$ cat config.mk
export PLATFORM = sky130hd
export DESIGN_NAME = cpuclk_gen_flat
export DESIGN_NICKNAME = d
export VERILOG_FILES = /design/src/rtl/clkctrl_pkg.sv /design/src/rtl/cpuclk_gen_if.sv /design/src/rtl/sync_edge.sv /design/src/rtl/cpuclk_gen.sv /design/src/flat_wrapper.sv
export SDC_FILE = /design/constraint.sdc
export NUM_CORES = 1
export LEC_CHECK = 0
export BUFFER_PORTS_ARGS = -buffer_cell sky130_fd_sc_hd__buf_2
export CAP_MARGIN = 20
export CORE_MARGIN = 2
export CORE_UTILIZATION = 50
export CTS_CLUSTER_SIZE = 20
export DETAILED_ROUTE_END_ITERATION = 16
export PLACE_DENSITY_LB_ADDON = 0.05
export REMOVE_ABC_BUFFERS = 1
export SYNTH_ARGS = -nofsm -noshare
export SYNTH_HDL_FRONTEND = slang
export SYNTH_SLANG_ARGS = --single-unit
$ cat constraint.sdc
create_clock -name hsclk_in -period 5 [get_ports hsclk_in]
set_input_delay 1 -clock hsclk_in [delete_from_list [all_inputs] [get_ports hsclk_in]]
set_output_delay 1 -clock hsclk_in [all_outputs]
set_load 0.05 [all_outputs]
$ cat src/rtl/clkctrl_pkg.sv
// Shared definitions for the CPU clock generator: FSM state encoding and
// default parameter values.
package clkctrl_pkg;

  localparam int DIV_W_DEF       = 4;
  localparam int SYNC_STAGES_DEF = 2;

  typedef enum logic [1:0] {
    LS_RUN  = 2'd0,
    HS_RUN  = 2'd1,
    WAIT_LS = 2'd2
  } clk_state_e;

endpackage

$ cat src/rtl/cpuclk_gen_if.sv
// Control/status bundle between a clock-control master and cpuclk_gen.
// hsclk_sel is a level request; the generator acknowledges it through
// hsclk_selected / lsclk_selected once the switch has actually completed.
interface cpuclk_gen_if
  import clkctrl_pkg::*;
#(
  parameter int DIV_W = DIV_W_DEF
);

  logic             hsclk_sel;
  logic [DIV_W-1:0] cpuclk_div_sel;
  logic             cpuclk_out;
  logic             cpuclk_rise;
  logic             cpuclk_fall;
  logic             hsclk_selected;
  logic             lsclk_selected;
  clk_state_e       state_dbg;

  modport master (
    output hsclk_sel,
    output cpuclk_div_sel,
    input  cpuclk_out,
    input  cpuclk_rise,
    input  cpuclk_fall,
    input  hsclk_selected,
    input  lsclk_selected,
    input  state_dbg
  );

  modport slave (
    input  hsclk_sel,
    input  cpuclk_div_sel,
    output cpuclk_out,
    output cpuclk_rise,
    output cpuclk_fall,
    output hsclk_selected,
    output lsclk_selected,
    output state_dbg
  );

endinterface

$ cat src/rtl/sync_edge.sv
// Multi-flop synchroniser for an asynchronous level, with rise/fall pulses
// taken from the last stage against its one-cycle-delayed copy.
module sync_edge #(
  parameter int STAGES = 2
) (
  input  logic clk_i,
  input  logic rst_ni,
  input  logic d_i,
  output logic rise_o,
  output logic fall_o
);

  logic [STAGES-1:0] sync_q;
  logic              last_q;

  always_ff @(posedge clk_i or negedge rst_ni) begin
    if (!rst_ni) begin
      sync_q <= '0;
      last_q <= 1'b0;
    end else begin
      sync_q <= {sync_q[STAGES-2:0], d_i};
      last_q <= sync_q[STAGES-1];
    end
  end

  assign rise_o = sync_q[STAGES-1] & ~last_q;
  assign fall_o = ~sync_q[STAGES-1] & last_q;

endmodule

$ cat src/rtl/cpuclk_gen.sv
// CPU clock generator: follows a synchronised slow bus clock or produces a
// divided copy of hsclk_in, switching glitch-free with the clock parked high.
module cpuclk_gen
  import clkctrl_pkg::*;
#(
  parameter int DIV_W       = DIV_W_DEF,
  parameter int SYNC_STAGES = SYNC_STAGES_DEF
) (
  input  logic      hsclk_in,
  input  logic      rst_b,
  input  logic      lsclk_in,
  cpuclk_gen_if.slave bus
);

  clk_state_e       state_q, state_d;
  logic [DIV_W-1:0] cnt_q, cnt_d;
  logic [DIV_W-1:0] div_q, div_d;
  logic             cpu_q, cpu_d;
  logic             rise_q, rise_d;
  logic             fall_q, fall_d;
  logic             ls_rise;
  logic             ls_fall;

  sync_edge #(
    .STAGES (SYNC_STAGES)
  ) u_ls_sync (
    .clk_i  (hsclk_in),
    .rst_ni (rst_b),
    .d_i    (lsclk_in),
    .rise_o (ls_rise),
    .fall_o (ls_fall)
  );

  always_ff @(posedge hsclk_in or negedge rst_b) begin
    if (!rst_b) begin
      state_q <= LS_RUN;
      cnt_q   <= '0;
      div_q   <= '0;
      cpu_q   <= 1'b0;
      rise_q  <= 1'b0;
      fall_q  <= 1'b0;
    end else begin
      state_q <= state_d;
      cnt_q   <= cnt_d;
      div_q   <= div_d;
      cpu_q   <= cpu_d;
      rise_q  <= rise_d;
      fall_q  <= fall_d;
    end
  end

  always_comb begin
    state_d = state_q;
    cnt_d   = cnt_q;
    div_d   = div_q;
    cpu_d   = cpu_q;
    case (state_q)
      LS_RUN: begin
        if (ls_rise) begin
          cpu_d = 1'b1;
          if (bus.hsclk_sel) begin
            state_d = HS_RUN;
            cnt_d   = '0;
          end
        end else if (ls_fall) begin
          cpu_d = 1'b0;
        end
      end
      HS_RUN: begin
        if (cnt_q == div_q) begin
          // A switch-out request only takes effect at the end of a high phase.
          if (cpu_q && !bus.hsclk_sel) begin
            state_d = WAIT_LS;
          end else begin
            cpu_d = ~cpu_q;
            cnt_d = '0;
          end
        end else begin
          cnt_d = cnt_q + 1'b1;
        end
      end
      WAIT_LS: begin
        // Cancellation wins over a coincident ls_fall.
        if (bus.hsclk_sel) begin
          state_d = HS_RUN;
          cnt_d   = div_q;
        end else if (ls_fall) begin
          cpu_d   = 1'b0;
          state_d = LS_RUN;
        end
      end
      default: begin
        state_d = LS_RUN;
        cnt_d   = '0;
        cpu_d   = 1'b0;
      end
    endcase
    // Ratio is captured only at a toggle, so a new value never cuts a phase short.
    if (cpu_d != cpu_q) begin
      div_d = bus.cpuclk_div_sel;
    end
    rise_d = cpu_d & ~cpu_q;
    fall_d = ~cpu_d & cpu_q;
  end

  assign bus.cpuclk_out     = cpu_q;
  assign bus.cpuclk_rise    = rise_q;
  assign bus.cpuclk_fall    = fall_q;
  assign bus.hsclk_selected = (state_q == HS_RUN);
  assign bus.lsclk_selected = (state_q == LS_RUN);
  assign bus.state_dbg      = state_q;

endmodule

$ cat src/flat_wrapper.sv
// flat-port wrapper written by rule: the top's interface ports become plain ports
module cpuclk_gen_flat import clkctrl_pkg::*;
#(
  parameter int DIV_W       = DIV_W_DEF,
  parameter int SYNC_STAGES = SYNC_STAGES_DEF
)
  (hsclk_in, rst_b, lsclk_in, bus_hsclk_sel, bus_cpuclk_div_sel, bus_cpuclk_out, bus_cpuclk_rise, bus_cpuclk_fall, bus_hsclk_selected, bus_lsclk_selected, bus_state_dbg);
  cpuclk_gen_if #(.DIV_W(DIV_W)) bus_i ();
  input  logic hsclk_in;
  input  logic rst_b;
  input  logic lsclk_in;
  input wire logic [$bits(bus_i.hsclk_sel)-1:0] bus_hsclk_sel;
  input wire logic [$bits(bus_i.cpuclk_div_sel)-1:0] bus_cpuclk_div_sel;
  output wire logic [$bits(bus_i.cpuclk_out)-1:0] bus_cpuclk_out;
  output wire logic [$bits(bus_i.cpuclk_rise)-1:0] bus_cpuclk_rise;
  output wire logic [$bits(bus_i.cpuclk_fall)-1:0] bus_cpuclk_fall;
  output wire logic [$bits(bus_i.hsclk_selected)-1:0] bus_hsclk_selected;
  output wire logic [$bits(bus_i.lsclk_selected)-1:0] bus_lsclk_selected;
  output wire logic [$bits(bus_i.state_dbg)-1:0] bus_state_dbg;
  assign bus_i.hsclk_sel = bus_hsclk_sel;
  assign bus_i.cpuclk_div_sel = bus_cpuclk_div_sel;
  assign bus_cpuclk_out = bus_i.cpuclk_out;
  assign bus_cpuclk_rise = bus_i.cpuclk_rise;
  assign bus_cpuclk_fall = bus_i.cpuclk_fall;
  assign bus_hsclk_selected = bus_i.hsclk_selected;
  assign bus_lsclk_selected = bus_i.lsclk_selected;
  assign bus_state_dbg = bus_i.state_dbg;
  cpuclk_gen #(.DIV_W(DIV_W), .SYNC_STAGES(SYNC_STAGES)) u_core (.hsclk_in(hsclk_in), .rst_b(rst_b), .lsclk_in(lsclk_in), .bus(bus_i));
endmodule
== Word level (Yosys, flattened, before mapping) ==
Index checks and enable logic that the tools add are counted.

* Add/subtract/negate cells: 1
* Equality and inequality tests: 11
* Mux-type cells: 19
* Bitwise logic cells: 8
* Reduce and logical (&&, ||, !) cells: 5

{| class="wikitable"
|+ Operators by type and width
! kind !! count
|-
| $mux W4 || 5
|-
| $mux W2 || 6
|-
| $pmux W4 S3 || 1
|-
| $ne A2 B1 Y1 const B || 3
|-
| $pmux W2 S3 || 1
|-
| $mux W1 || 5
|-
| $reduce_and A5 Y1 || 1
|-
| $add A4 B1 Y4 const B || 1
|-
| $and A1 B1 Y1 || 4
|-
| $eq A4 B4 Y1 || 1
|-
| $ne A2 B2 Y1 const B || 2
|-
| $not A1 Y1 || 4
|-
| $reduce_and A4 Y1 || 1
|-
| $ne A3 B2 Y1 const B || 1
|-
| $ne A3 B3 Y1 const B || 1
|-
| $pmux W1 S3 || 1
|-
| $eq A2 B1 Y1 const B || 1
|-
| $eq A2 B2 Y1 const B || 1
|-
| $logic_not A2 Y1 || 1
|-
| $logic_and A1 B1 Y1 || 1
|-
| $logic_not A1 Y1 || 1
|-
| $ne A1 B1 Y1 || 1
|}

* Register bits after elaboration: 16
* Input port bits: 8

== Longest topological paths before layout ==
* Depth in word-level cells: 7
* Gate-level depth with buffers: 8
* Depth with buffers taken out: 7

== Modules after synthesis ==
From an unflattened synthesis, not the netlist that was laid out.

* Cell total of the unflattened synthesis: 82
* Area, all modules: 889.6 µm²

{| class="wikitable"
|+ Modules (own cells, without submodules)
! module !! instances !! cells an instance !! area each (µm²) !! seq. area each (µm²)
|-
| cpuclk_gen || 1 || 77 || 799.5 || 325.3
|-
| sync_edge || 1 || 5 || 90.1 || 75.1
|}

== Least setup slack after synthesis ==
OpenSTA, ideal clock, no wires.

* Kind: reg-to-reg
* From: register u_core.state_q[1] (netlist: u_core.bus.state_dbg[1])
* To: register u_core.div_q[0]
* Arrival time: 2.423 ns
* Required time: 4.875 ns
* Path slack: 2.452 ns
* Stages on the path, launching flop included: 8
* Path buffers: 0
* Clock period less this slack: 2.548 ns
* Cells stage by stage: dfrtp_1 -> inv_1 -> ha_1 -> a21oi_1 -> a211o_1 -> o22ai_1 -> ha_1 -> mux2_2

* Cells in the longest elaborated chain, start to end: 3
* Elaborated cells between the ends (all ways): 5
* Classes of those cells: eq/ne: 3; mux: 1; reduce/logical: 1

{| class="wikitable"
|+ RTL lines
! item !! RTL line !! text
|-
| start, declared || cpuclk_gen.sv:15 || <nowiki>clk_state_e state_q, state_d;</nowiki>
|-
| start signal, assigned || cpuclk_gen.sv:43 || <nowiki>state_q <= state_d;</nowiki>
|-
| $logic_not A2 Y1 || n/a ||
|-
| named net bus_lsclk_selected || flat_wrapper.sv:18 || <nowiki>output wire logic [$bits(bus_i.lsclk_selected)-1:0] bus_lsclk_selected;</nowiki>
|-
| $pmux W1 S3 || cpuclk_gen.sv:57 || <nowiki>case (state_q)</nowiki>
|-
| named net u_core.cpu_d || cpuclk_gen.sv:18 || <nowiki>logic cpu_q, cpu_d;</nowiki>
|-
| $ne A1 B1 Y1 || cpuclk_gen.sv:99 || <nowiki>if (cpu_d != cpu_q) begin</nowiki>
|-
| end signal, assigned || cpuclk_gen.sv:45 || <nowiki>div_q <= div_d;</nowiki>
|-
| end, declared || cpuclk_gen.sv:17 || <nowiki>logic [DIV_W-1:0] div_q, div_d;</nowiki>
|}

The timed path passes the listed nets, and every way through them passes these cells.
A chain may end at the register's enable or synchronous reset.

== Worst setup path after layout ==
* From: register u_core.state_q[1] (netlist: u_core.bus.state_dbg[1])
* To: output port bus_hsclk_selected

* Cells in the longest elaborated chain, start to end: 1

{| class="wikitable"
|+ RTL lines
! item !! RTL line !! text
|-
| $eq A2 B1 Y1 || cpuclk_gen.sv:109 || <nowiki>assign bus.hsclk_selected = (state_q == HS_RUN);</nowiki>
|-
| end, declared || flat_wrapper.sv:17 || <nowiki>output wire logic [$bits(bus_i.hsclk_selected)-1:0] bus_hsclk_selected;</nowiki>
|}

Every way passes these cells.

==> reports/metrics.csv <==
metric,value,unit
vias in the first global route,680,
number of synthesis warnings,0,
Final nets,117,
Area growth syn-to-layout,14.1,%
period utilization,50.5,%
CTS tree,done,
total power,0.744,mW
Syn Inst Count,83,
Layout Skew,2.35,ps
Worst EP arrival,1520,ps
DR WL/cell,13.8,um
Max Slew Vio Count,0,
Pre-antenna DRT Iters,4,
Vias,689,
clock slew at reported path FFs,90,ps
Skew-Pair Late Insertion Delay,290,ps
CP Max Fanout,9,
met1 Use GR,28.1,%
clk sinks,16,
WS Path Type,reg2out,
Synth area leaders,"dfrtp_1 (42%), ha_1 (11%), mux2_2 (4.7%)",
Reg area,400,sq um
Leak Pwr,0.490,nW
CTS Buf Count,3,
Root Buffer,clkbuf_4,
Critical Path End Type,primary output,
Final Wtd Congestion,0.795,
Max Cap Viol,0,
min cycle time layout,2520,ps
FMAX,396,MHz
Max Root-Sink Buffers,2,
post-synthesis cell area,948,sq um
Mapped Avg Cell Area,11.4,sq um
area taken by multi-input logic gates,526,sq um
GRT overflow,0,
final hold viol count,0,
hold buffers post-CTS,0,
Final setup violation count,0,
DP Wirelength,1.32,mm
#FFs+latches synth,16,
io pins,15,
GR Layer Usage met2,29.2,%
met3 usage,3.40,%
Antenna diodes,0,
starting density of the core,53.8,%
first-pass GRT wire length,3.07,mm
data required time at the worst endpoint,4000,ps
sequential-to-total area share from yosys stat,42.2,%
drt total wl,1.72,mm
Setup TNS,0,ps
RSZ-0062 raised after global routing,false,
Vias/cell,5.51,
status,completed,
H-tree levels,1,
post-synth top area cell,dfrtp_1,
Core ar.,1760,sq um
Worst Hold Class,reg2reg,
Slew @ Worst Pin,487,ps
top cell type's share of synthesized area,42.2,%
IO Port Bufs,14,
DIE WIDTH,47.6,um
largest net degree at the start of global routing,17,
global routing's busiest layer,met2,
drt first-iter violations,10,
row cnt,15,
antenna violations before repair,0,
chip height,47.6,um
"Distinct cells, synth",35,
DRC Markers,0,
PD cells,688,nW/um^2
post-route ant nets,0,
GR Util All Layers,19.6,%
share of layout cells above drive strength 1,30.0,%
number of fillers in the final layout,167,
Post-CTS Setup Inserts,0,
Worst setup SP type,flop,
post-CTS sizing,0,
relative slew slack,67.3,%
die area,2260,sq um
maximum VDD drop,0.453,mV
## report_power, final
| part | leakage [nW] | switching, mW | internal [mW] | total, mW |
|---|---|---|---|---|
| logic | 0.268 | 0.259 | 0.169 | 0.428 |
| registers | 0.201 | 0.0541 | 0.176 | 0.230 |
| clock network | 0.0210 | 0.0421 | 0.0444 | 0.0865 |
## synth_stat cells (all sizes together)
| cell | instances |
|---|---|
| mux2 | 8 |
| o221ai | 1 |
| and3 | 1 |
| clkbuf | 1 |
| o2bb2ai | 1 |
| mux2i | 1 |
| o211ai | 2 |
| a21oi | 6 |
| nor2 | 1 |
| a21boi | 1 |
| or4 | 2 |
| o22a | 2 |
| nor2b | 1 |
| inv | 5 |
| a32oi | 1 |
| nand2b | 3 |
| o21ba | 1 |
| nand2 | 3 |
| nand3 | 5 |
| xnor2 | 1 |
| nor4 | 1 |
| dfrtp | 16 |
| a211o | 1 |
| o22ai | 1 |
| xor2 | 4 |
| ha | 8 |
| nor3b | 1 |
| o21ai | 3 |
| o31ai | 1 |
## final timing paths
| kind | startpoint | endpoint | slack, ps | cells after the start |
|---|---|---|---|---|
| setup / recovery | u_core.bus.state_dbg[1] | bus_hsclk_selected | 2480 | 3 |
| hold / removal | u_core.u_ls_sync.sync_q[0] | u_core.u_ls_sync.sync_q[1] | 360 | 0 |
| setup reg to reg | u_core.cnt_q[0] | u_core.div_q[1] | 2620 | 6 |
| hold reg to reg | u_core.u_ls_sync.sync_q[0] | u_core.u_ls_sync.sync_q[1] | 360 | 0 |
| max in group asynchronous | rst_b | u_core.cnt_q[3] | 4150 | 1 |
| min in group asynchronous | rst_b | u_core.u_ls_sync.last_q | 590 | 1 |
## flip-flops by register name (all words and copies together) (netlist names)
| register | count |
|---|---|
| u_core.bus.cpuclk_fall | 1 |
| u_core.bus.cpuclk_out | 1 |
| u_core.bus.cpuclk_rise | 1 |
| u_core.bus.state_dbg | 2 |
| u_core.cnt_q | 4 |
| u_core.div_q | 4 |
| u_core.u_ls_sync.last_q | 1 |
| u_core.u_ls_sync.sync_q | 2 |
## critical path, stage by stage (launching register included)
cell	delay (ps)
dfrtp_1	430
inv_1	130
ha_1	350
buf_2	330
## per-layer routing
metal	vias to the layer above	wire (um)
met5	-	0
met4	0	36
met3	5	96
met2	24	764
met1	324	823
li1	336	-
## cells by family (layout without fill, tap and decap cells)
kind of cell,after synthesis,in the layout,synth area share (%)
AOI/OAI and AO/OA,21,21,16.5
and+or+nand+nor,18,18,11.6
DFF,16,16,42.2
muxes,9,9,11.3
adders and majority gates,8,8,10.6
buffers and inverters,6,23,2.37
xor gates and xnor gates,5,5,5.41
## layout by cell type, fill, tap and decap left out, types with 3 or more instances in the layout
cell	netlist	layout
clkbuf_4	0	3
nand2_1	3	3
mux2_2	4	4
nand3_1	5	5
nand2b_1	3	3
buf_2	0	14
ha_1	8	8
dfrtp_1	16	16
inv_1	5	5
a21oi_1	6	6
xor2_1	3	3
## stage by stage
stage               std cells  util (%)  cell area (sq um)  setup WS (ps)  hold WS, ps
CTS                       125      61.3               1080           2470          365
finish                    125      61.3               1080           2480          362
floorplan                  82         -                945           2450          331
global placement          121      59.3               1050           2630          339
global route              125      61.3               1080           2380          379
detailed placement        121      59.3               1050           2600          342
## final cells by class
type | instances | share of cell area [%]
clock buffers | 4 | 3.35
inverters | 5 | 1.73
multi-input cells | 61 | 48.6
flip-flops and latches | 16 | 37.0
well taps | 25 | 2.89
repair buffers | 14 | 6.47
No activity file was read; power rests on OpenSTA's default activity.
